File: config.mk
export PLATFORM = sky130hd
export DESIGN_NAME = ysyx_24090012_lsu
export DESIGN_NICKNAME = d
export VERILOG_FILES = /design/src/rtl/ysyx_24090012_lsu_pkg.sv /design/src/rtl/ysyx_24090012_lsu_align.sv /design/src/rtl/ysyx_24090012_lsu.sv
export SDC_FILE = /design/constraint.sdc
export NUM_CORES = 1
export LEC_CHECK = 0
export ABC_AREA = 1
export ABC_CLOCK_PERIOD_IN_PS = 7100
export BUFFER_PORTS_ARGS = -buffer_cell sky130_fd_sc_hd__buf_2
export CAP_MARGIN = 20
export CORE_AREA = 2 2 146 148
export DETAILED_ROUTE_END_ITERATION = 12
export DIE_AREA = 0 0 148 150
export PLACE_DENSITY = 0.75
export SLEW_MARGIN = 20
export SYNTH_ARGS = -nofsm -noshare
export SYNTH_HDL_FRONTEND = slang
export SYNTH_SLANG_ARGS = --single-unit
export TNS_END_PERCENT = 20
File: constraint.sdc
create_clock -name clk -period 7.1 [get_ports clk]
set_input_delay 0.355 -clock clk [delete_from_list [all_inputs] [get_ports clk]]
set_output_delay 0.355 -clock clk [all_outputs]
set_load 0.01 [all_outputs]
File: src/rtl/ysyx_24090012_lsu_pkg.sv
// Shared constants for the load/store unit: opcodes, funct3 codes, FSM states
// and AXI response codes.
package ysyx_24090012_lsu_pkg;

    localparam logic [6:0] OP_LOAD  = 7'b0000011;
    localparam logic [6:0] OP_STORE = 7'b0100011;

    localparam logic [2:0] F3_B  = 3'b000;
    localparam logic [2:0] F3_H  = 3'b001;
    localparam logic [2:0] F3_W  = 3'b010;
    localparam logic [2:0] F3_BU = 3'b100;
    localparam logic [2:0] F3_HU = 3'b101;

    localparam logic [2:0] ST_IDLE = 3'd0;
    localparam logic [2:0] ST_AR   = 3'd1;
    localparam logic [2:0] ST_R    = 3'd2;
    localparam logic [2:0] ST_AW_W = 3'd3;
    localparam logic [2:0] ST_B    = 3'd4;
    localparam logic [2:0] ST_WB   = 3'd5;

    localparam logic [1:0] RESP_OKAY = 2'b00;

    // Stores only have the three signed widths; loads add the two unsigned forms.
    function automatic logic f3_legal(input logic is_load, input logic [2:0] f3);
        if (is_load) begin
            return f3 inside {F3_B, F3_H, F3_W, F3_BU, F3_HU};
        end
        return f3 inside {F3_B, F3_H, F3_W};
    endfunction

endpackage

File: src/rtl/ysyx_24090012_lsu_align.sv
// Byte-lane steering: store data replication and strobes, load extraction with
// sign/zero extension, and natural-alignment check. Purely combinational.
module ysyx_24090012_lsu_align
    import ysyx_24090012_lsu_pkg::*;
(
    input  logic [2:0]  funct3,
    input  logic [1:0]  addr_lo,
    input  logic [31:0] store_data,
    input  logic [31:0] rdata,
    output logic [31:0] wdata,
    output logic [3:0]  wstrb,
    output logic [31:0] load_data,
    output logic        misalign
);

    logic [31:0] shifted;

    // Lane steering and extension decoded from the access width.
    always_comb begin
        shifted   = rdata >> {addr_lo, 3'b000};
        load_data = shifted;
        wdata     = store_data;
        wstrb     = 4'b1111;
        misalign  = 1'b0;

        // funct3[1:0] encodes the size for both loads and stores
        case (funct3[1:0])
            2'b01:   misalign = addr_lo[0];
            2'b10:   misalign = |addr_lo;
            default: misalign = 1'b0;
        endcase

        case (funct3)
            F3_B: begin
                wdata     = {4{store_data[7:0]}};
                wstrb     = 4'b0001 << addr_lo;
                load_data = {{24{shifted[7]}}, shifted[7:0]};
            end
            F3_H: begin
                wdata     = {2{store_data[15:0]}};
                wstrb     = 4'b0011 << addr_lo;
                load_data = {{16{shifted[15]}}, shifted[15:0]};
            end
            F3_BU:   load_data = {24'b0, shifted[7:0]};
            F3_HU:   load_data = {16'b0, shifted[15:0]};
            default: ;
        endcase
    end

endmodule

File: src/rtl/ysyx_24090012_lsu.sv
// Load/store unit between EXU and WBU. One instruction in flight: memory ops
// run a single AXI4-Lite read or write, everything else passes straight to WB.
module ysyx_24090012_lsu
    import ysyx_24090012_lsu_pkg::*;
(
    input  logic        clk,
    input  logic        rst,
    input  logic        mem_valid,
    output logic        mem_ready,
    input  logic [31:0] mem_addr,
    input  logic [31:0] mem_wdata,
    input  logic [31:0] exu_inst,
    input  logic [31:0] exu_rd_data,
    output logic [31:0] araddr,
    output logic        arvalid,
    input  logic        arready,
    input  logic [31:0] rdata,
    input  logic [1:0]  rresp,
    input  logic        rvalid,
    output logic        rready,
    output logic [31:0] awaddr,
    output logic        awvalid,
    input  logic        awready,
    output logic [31:0] wdata,
    output logic [3:0]  wstrb,
    output logic        wvalid,
    input  logic        wready,
    input  logic [1:0]  bresp,
    input  logic        bvalid,
    output logic        bready,
    output logic        wb_valid,
    input  logic        wb_ready,
    output logic [31:0] wb_data,
    output logic [31:0] wb_inst,
    output logic        wb_fault,
    output logic [31:0] lsu_count
);

    logic [2:0]  state_q, state_d;
    logic [31:0] addr_q, addr_d;
    logic [31:0] inst_q, inst_d;
    logic [31:0] wdata_q, wdata_d;
    logic [3:0]  wstrb_q, wstrb_d;
    logic [31:0] wb_data_q, wb_data_d;
    logic [31:0] count_q, count_d;
    logic        wb_fault_q, wb_fault_d;
    logic        aw_done_q, aw_done_d;
    logic        w_done_q, w_done_d;

    logic        idle;
    logic [2:0]  al_funct3;
    logic [1:0]  al_addr_lo;
    logic [31:0] al_wdata;
    logic [3:0]  al_wstrb;
    logic [31:0] al_load;
    logic        al_misalign;
    logic        in_load;
    logic        in_store;
    logic        in_bad;

    assign idle = (state_q == ST_IDLE);

    // In IDLE the aligner looks at the incoming instruction (to classify it and
    // precompute store lanes); afterwards it looks at the latched copy for loads.
    assign al_funct3  = idle ? exu_inst[14:12] : inst_q[14:12];
    assign al_addr_lo = idle ? mem_addr[1:0] : addr_q[1:0];

    ysyx_24090012_lsu_align u_align (
        .funct3     (al_funct3),
        .addr_lo    (al_addr_lo),
        .store_data (mem_wdata),
        .rdata      (rdata),
        .wdata      (al_wdata),
        .wstrb      (al_wstrb),
        .load_data  (al_load),
        .misalign   (al_misalign)
    );

    assign in_load  = (exu_inst[6:0] == OP_LOAD);
    assign in_store = (exu_inst[6:0] == OP_STORE);
    assign in_bad   = al_misalign | ~f3_legal(in_load, exu_inst[14:12]);

    // Next-state and datapath capture for the single-instruction FSM.
    always_comb begin
        state_d    = state_q;
        addr_d     = addr_q;
        inst_d     = inst_q;
        wdata_d    = wdata_q;
        wstrb_d    = wstrb_q;
        wb_data_d  = wb_data_q;
        wb_fault_d = wb_fault_q;
        count_d    = count_q;
        aw_done_d  = aw_done_q;
        w_done_d   = w_done_q;

        case (state_q)
            ST_IDLE: begin
                if (mem_valid) begin
                    addr_d     = mem_addr;
                    inst_d     = exu_inst;
                    wdata_d    = al_wdata;
                    wstrb_d    = al_wstrb;
                    wb_data_d  = 32'b0;
                    wb_fault_d = 1'b0;
                    aw_done_d  = 1'b0;
                    w_done_d   = 1'b0;
                    if (in_load || in_store) begin
                        if (in_bad) begin
                            wb_fault_d = 1'b1;
                            state_d    = ST_WB;
                        end else begin
                            state_d = in_load ? ST_AR : ST_AW_W;
                        end
                    end else begin
                        wb_data_d = exu_rd_data;
                        state_d   = ST_WB;
                    end
                end
            end
            ST_AR: begin
                if (arready) state_d = ST_R;
            end
            ST_R: begin
                if (rvalid) begin
                    if (rresp != RESP_OKAY) begin
                        wb_fault_d = 1'b1;
                        wb_data_d  = 32'b0;
                    end else begin
                        wb_data_d = al_load;
                    end
                    state_d = ST_WB;
                end
            end
            ST_AW_W: begin
                aw_done_d = aw_done_q | awready;
                w_done_d  = w_done_q | wready;
                if (aw_done_d && w_done_d) begin
                    aw_done_d = 1'b0;
                    w_done_d  = 1'b0;
                    state_d   = ST_B;
                end
            end
            ST_B: begin
                if (bvalid) begin
                    wb_fault_d = (bresp != RESP_OKAY);
                    wb_data_d  = 32'b0;
                    state_d    = ST_WB;
                end
            end
            ST_WB: begin
                if (wb_ready) begin
                    count_d = count_q + 32'd1;
                    state_d = ST_IDLE;
                end
            end
            default: state_d = ST_IDLE;
        endcase
    end

    // State registers; reset abandons any bus transaction immediately.
    always_ff @(posedge clk or negedge rst) begin
        if (!rst) begin
            state_q    <= ST_IDLE;
            addr_q     <= 32'b0;
            inst_q     <= 32'b0;
            wdata_q    <= 32'b0;
            wstrb_q    <= 4'b0;
            wb_data_q  <= 32'b0;
            wb_fault_q <= 1'b0;
            count_q    <= 32'b0;
            aw_done_q  <= 1'b0;
            w_done_q   <= 1'b0;
        end else begin
            state_q    <= state_d;
            addr_q     <= addr_d;
            inst_q     <= inst_d;
            wdata_q    <= wdata_d;
            wstrb_q    <= wstrb_d;
            wb_data_q  <= wb_data_d;
            wb_fault_q <= wb_fault_d;
            count_q    <= count_d;
            aw_done_q  <= aw_done_d;
            w_done_q   <= w_done_d;
        end
    end

    assign mem_ready = idle;
    assign araddr    = {addr_q[31:2], 2'b00};
    assign arvalid   = (state_q == ST_AR);
    assign rready    = (state_q == ST_R);
    assign awaddr    = {addr_q[31:2], 2'b00};
    assign awvalid   = (state_q == ST_AW_W) & ~aw_done_q;
    assign wdata     = wdata_q;
    assign wstrb     = wstrb_q;
    assign wvalid    = (state_q == ST_AW_W) & ~w_done_q;
    assign bready    = (state_q == ST_B);
    assign wb_valid  = (state_q == ST_WB);
    assign wb_data   = wb_data_q;
    assign wb_inst   = inst_q;
    assign wb_fault  = wb_fault_q;
    assign lsu_count = count_q;

endmodule

==> results.py <==
metrics = {
    "placement": {
        "hpwl_um": 21000,
        "io_buffer_count": 372,
        "gp_congestion": 0.906,
        "post_dp_cell_area_mm2": 0.0106,
    },
    "worst_setup_path": {
        "crit_path_end_kind": "flop",
        "critPathMaxFanout": 25,
        "path_common_cell": "inv_1",
        "worstSetupPathType": "flop to flop",
        "start_kind": "flop",
        "critPathMaxStageDelay_ps": 520,
        "critical_path.top_delay_family": "simple AND/OR/NAND/NOR gates",
        "cp_slowest_cell": "dfrtp_1",
        "worstPathCellList": "nor2_4 -> nand2_4 -> inv_1 -> or2_2 -> o21ai_0 -> inv_1 -> ha_1 -> inv_1 -> nor2_2 -> nor2_4 -> inv_2 -> nand2_1 -> inv_1 -> a2bb2oi_1",
        "required_ps": 7450,
        "crit_buf_inv": 5,
        "crit_arrival_ps": 3470,
    },
    "final_layout": {
        "num-fill-cells": 2010,
        "stdcell_area_mm2": 0.0112,
        "seq_area_mm2": 0.00425,
        "multiInputGateArea_mm2": 0.00378,
        "nNetsFinal": 1646,
        "final_core_util_pct": 54.2,
        "synthToLayoutAreaGrowth_pct": 23.7,
        "drive_gt1_share_pct": 29.3,
    },
    "grt": {
        "first_global_vias": 8266,
        "antenna_found_initial": 1,
        "gr-total-overflow": 0,
        "grtUsageTotal_pct": 24.9,
        "grt_pass1_wl_um": 43400,
        "grt_max_degree": 107,
    },
    "floorplan": {
        "die-area_mm2": 0.0222,
        "initial_utilization_pct": 43.8,
        "io-pin-count": 377,
        "core_mm2": 0.0207,
        "rows": 53,
        "fp.dieW_um": 148,
        "die_h_um": 150,
    },
    "run": {
        "cap_violations": 0,
    },
    "logic_synthesis": {
        "synthSimpleGateAreaFrac_pct": 26.8,
        "syn_inst": 1180,
        "yosysTopAreaCell": "dfrtp_1",
        "synth_area_leaders": "dfrtp_1 (47%), nand2_1 (17%), buf_4 (5.6%)",
        "synthArstFlopShare_pct": 100,
        "ys_types": 37,
        "yosys_register_bits": 170,
        "syn_area_mm2": 0.00906,
        "syn_avg_cell_area_um2": 7.68,
        "synth_xor_xnor_area_share_pct": 3.00,
        "synth_top_area_share_pct": 46.9,
        "yosysWarnings": 0,
        "synth_fa_ha_area_share_pct": 0.690,
        "muxShareOfSynthArea_pct": 0,
        "ys.flop_type": "dfrtp_1",
        "yosysSeqAreaShare_pct": 46.9,
        "synth_edf_count": 0,
        "synth-compound-area-share_pct": 11.0,
        "synth_top_family_by_area": "simple AND/OR/NAND/NOR gates",
    },
    "clocking": {
        "cts_hold_buf": 1,
        "post_cts_resized": 0,
        "cts_tree": "built",
        "cts_setup_buffers": 0,
        "clockRootBuffer": "clkbuf_16",
        "htree_levels": 4,
        "clkLatencyLatePin_ps": 430,
        "clk_pin_slew_worst_paths_ps": 70,
        "clock_sinks": 170,
        "clock_path_buffers": 2,
        "cts_buffers": 17,
    },
    "routing": {
        "dr.max_layer_used": "met4",
        "antenna_left": 0,
        "vias": 8846,
        "first_iter_violations": 444,
        "first_pass_iters": 7,
        "wl_met2_um": 13600,
        "wl_met1_um": 11500,
        "wl_met3_um": 2150,
        "drt-wirelength-per-cell_um": 16.0,
        "wirelength_um": 28100,
        "drc": 0,
        "routed_via_density": 5.03,
    },
    "outcome": {
        "status": "finished, final reports clean",
    },
    "power": {
        "p_leak_nw": 6.22,
        "power.total_w": 0.00512,
        "irDropWorstVdd_uv": 219,
        "powerDensity_mw_per_mm2": 456,
    },
    "sta": {
        "final_max_slew_viol_count": 0,
        "grt_setup_unrepaired": "false",
        "fmax_mhz": 321,
        "worst_slew_pin_slew_ps": 980,
        "setup-violations-final": 0,
        "finalHoldWorstSlack_ps": 119,
        "finClkSkew_ps": 10.6,
        "hold_violations": 0,
        "maxSlewHeadroom_pct": 34.6,
        "final.min_clock_period_ps": 3120,
        "setup-tns-final_ps": 0,
        "fin_crit_sh_pct": 43.9,
    },
    "min_path": {
        "hold_class": "input port to flop",
    },
}
==> per-stage QoR <==
| step | instances | setup slack, ps |
|---|---|---|
| finish | 1757 | 3980 |
| CTS | 1756 | 3970 |
| detailed placement | 1723 | 4010 |
| floorplan | 1183 | 4700 |
| global route | 1757 | 3670 |
| global placement | 1723 | 4170 |
==> cells in the final DEF (no fill, tap or decap), types with 4 or more instances in the layout <==
cell,count
a21oi_1,58
a31oi_1,22
buf_2,371
buf_4,6
clkbuf_16,17
clkinv_4,5
conb_1,4
dfrtp_1,170
ha_1,5
inv_1,76
inv_2,6
nand2_1,416
nand3_1,60
nand4_1,8
nor2_1,80
nor2_4,5
nor3_1,10
o21ai_0,88
o21ai_1,4
xnor2_1,10
xor2_1,21
==> path summary, 6_finish.rpt <==
kind | cells past startpoint | slack (ps) | start | endpoint
min in group asynchronous | 2 | 510 | rst | wb_inst[10]
setup / recovery | 14 | 3980 | state_q[2] | wstrb[1]
max in group asynchronous | 3 | 5390 | rst | addr_q[29]
setup reg to reg | 14 | 3980 | state_q[2] | wstrb[1]
hold / removal | 3 | 120 | mem_addr[6] | addr_q[6]
hold reg to reg | 2 | 470 | wb_inst[17] | wb_inst[17]
==> synth_stat cells, types with 3 or more instances <==
| cell type | count |
|---|---|
| buf_4 | 67 |
| inv_1 | 77 |
| nor2_1 | 81 |
| a21oi_1 | 58 |
| inv_2 | 6 |
| a2bb2oi_1 | 3 |
| a31oi_1 | 22 |
| nand3_1 | 60 |
| nor4_1 | 3 |
| ha_1 | 5 |
| o21ai_1 | 4 |
| nand2_1 | 416 |
| o21ai_0 | 88 |
| nor3_1 | 10 |
| xor2_1 | 21 |
| nand2_2 | 3 |
| nor2_4 | 4 |
| dfrtp_1 | 170 |
| nand4_1 | 8 |
| clkbuf_1 | 29 |
| buf_6 | 4 |
| xnor2_1 | 10 |
| buf_2 | 12 |
==> cells by family after synthesis <==
logic type | Yosys count
AOI/OAI and AO/OA | 184
xor gates and xnor gates | 31
adders and majority gates | 5
buffers and inverters | 196
DFF | 170
other | 1
and+or+nand+nor | 593
==> area by class of cell <==
class	instances	share of cell area, %
sequential	170	37.9
multi-input combinational	817	33.7
timing repair buffer	379	17.2
clock buffer	18	3.83
tap	275	3.07
inverter	83	2.79
clock inverter	14	1.45
antenna	1	0.0223
==> flip-flops by register name, indices dropped and copies added, names as in the netlist <==
signal and cells:
addr_q 32, lsu_count 32, wb_data 32, wb_inst 32
wdata 32, wstrb 4, state_q 3, aw_done_q 1
w_done_q 1, wb_fault 1
==> metal layers <==
layer	global-route usage, %	up-vias
met1	31.8	4158
met2	41.6	360
met5	0	-
met3	5.91	52
met4	8.57	0
li1	-	4276
==> where the power goes <==
part	total (W)	internal, W	switching (W)
clock network	0.000949	0.000528	0.000421
registers	0.00161	0.00136	0.000249
logic	0.00256	0.000862	0.00169
total	0.00512	0.00275	0.00236
==> worst register-to-register path, stage by stage, from the launching register on <==
cell	delay (ps)
dfrtp_1	520
nor2_4	100
nand2_4	200
inv_1	130
or2_2	280
o21ai_0	160
inv_1	120
ha_1	240
inv_1	90
nor2_2	130
nor2_4	500
inv_2	210
nand2_1	140
inv_1	90
a2bb2oi_1	130
Note: power is estimated with default switching activity, not from simulation.
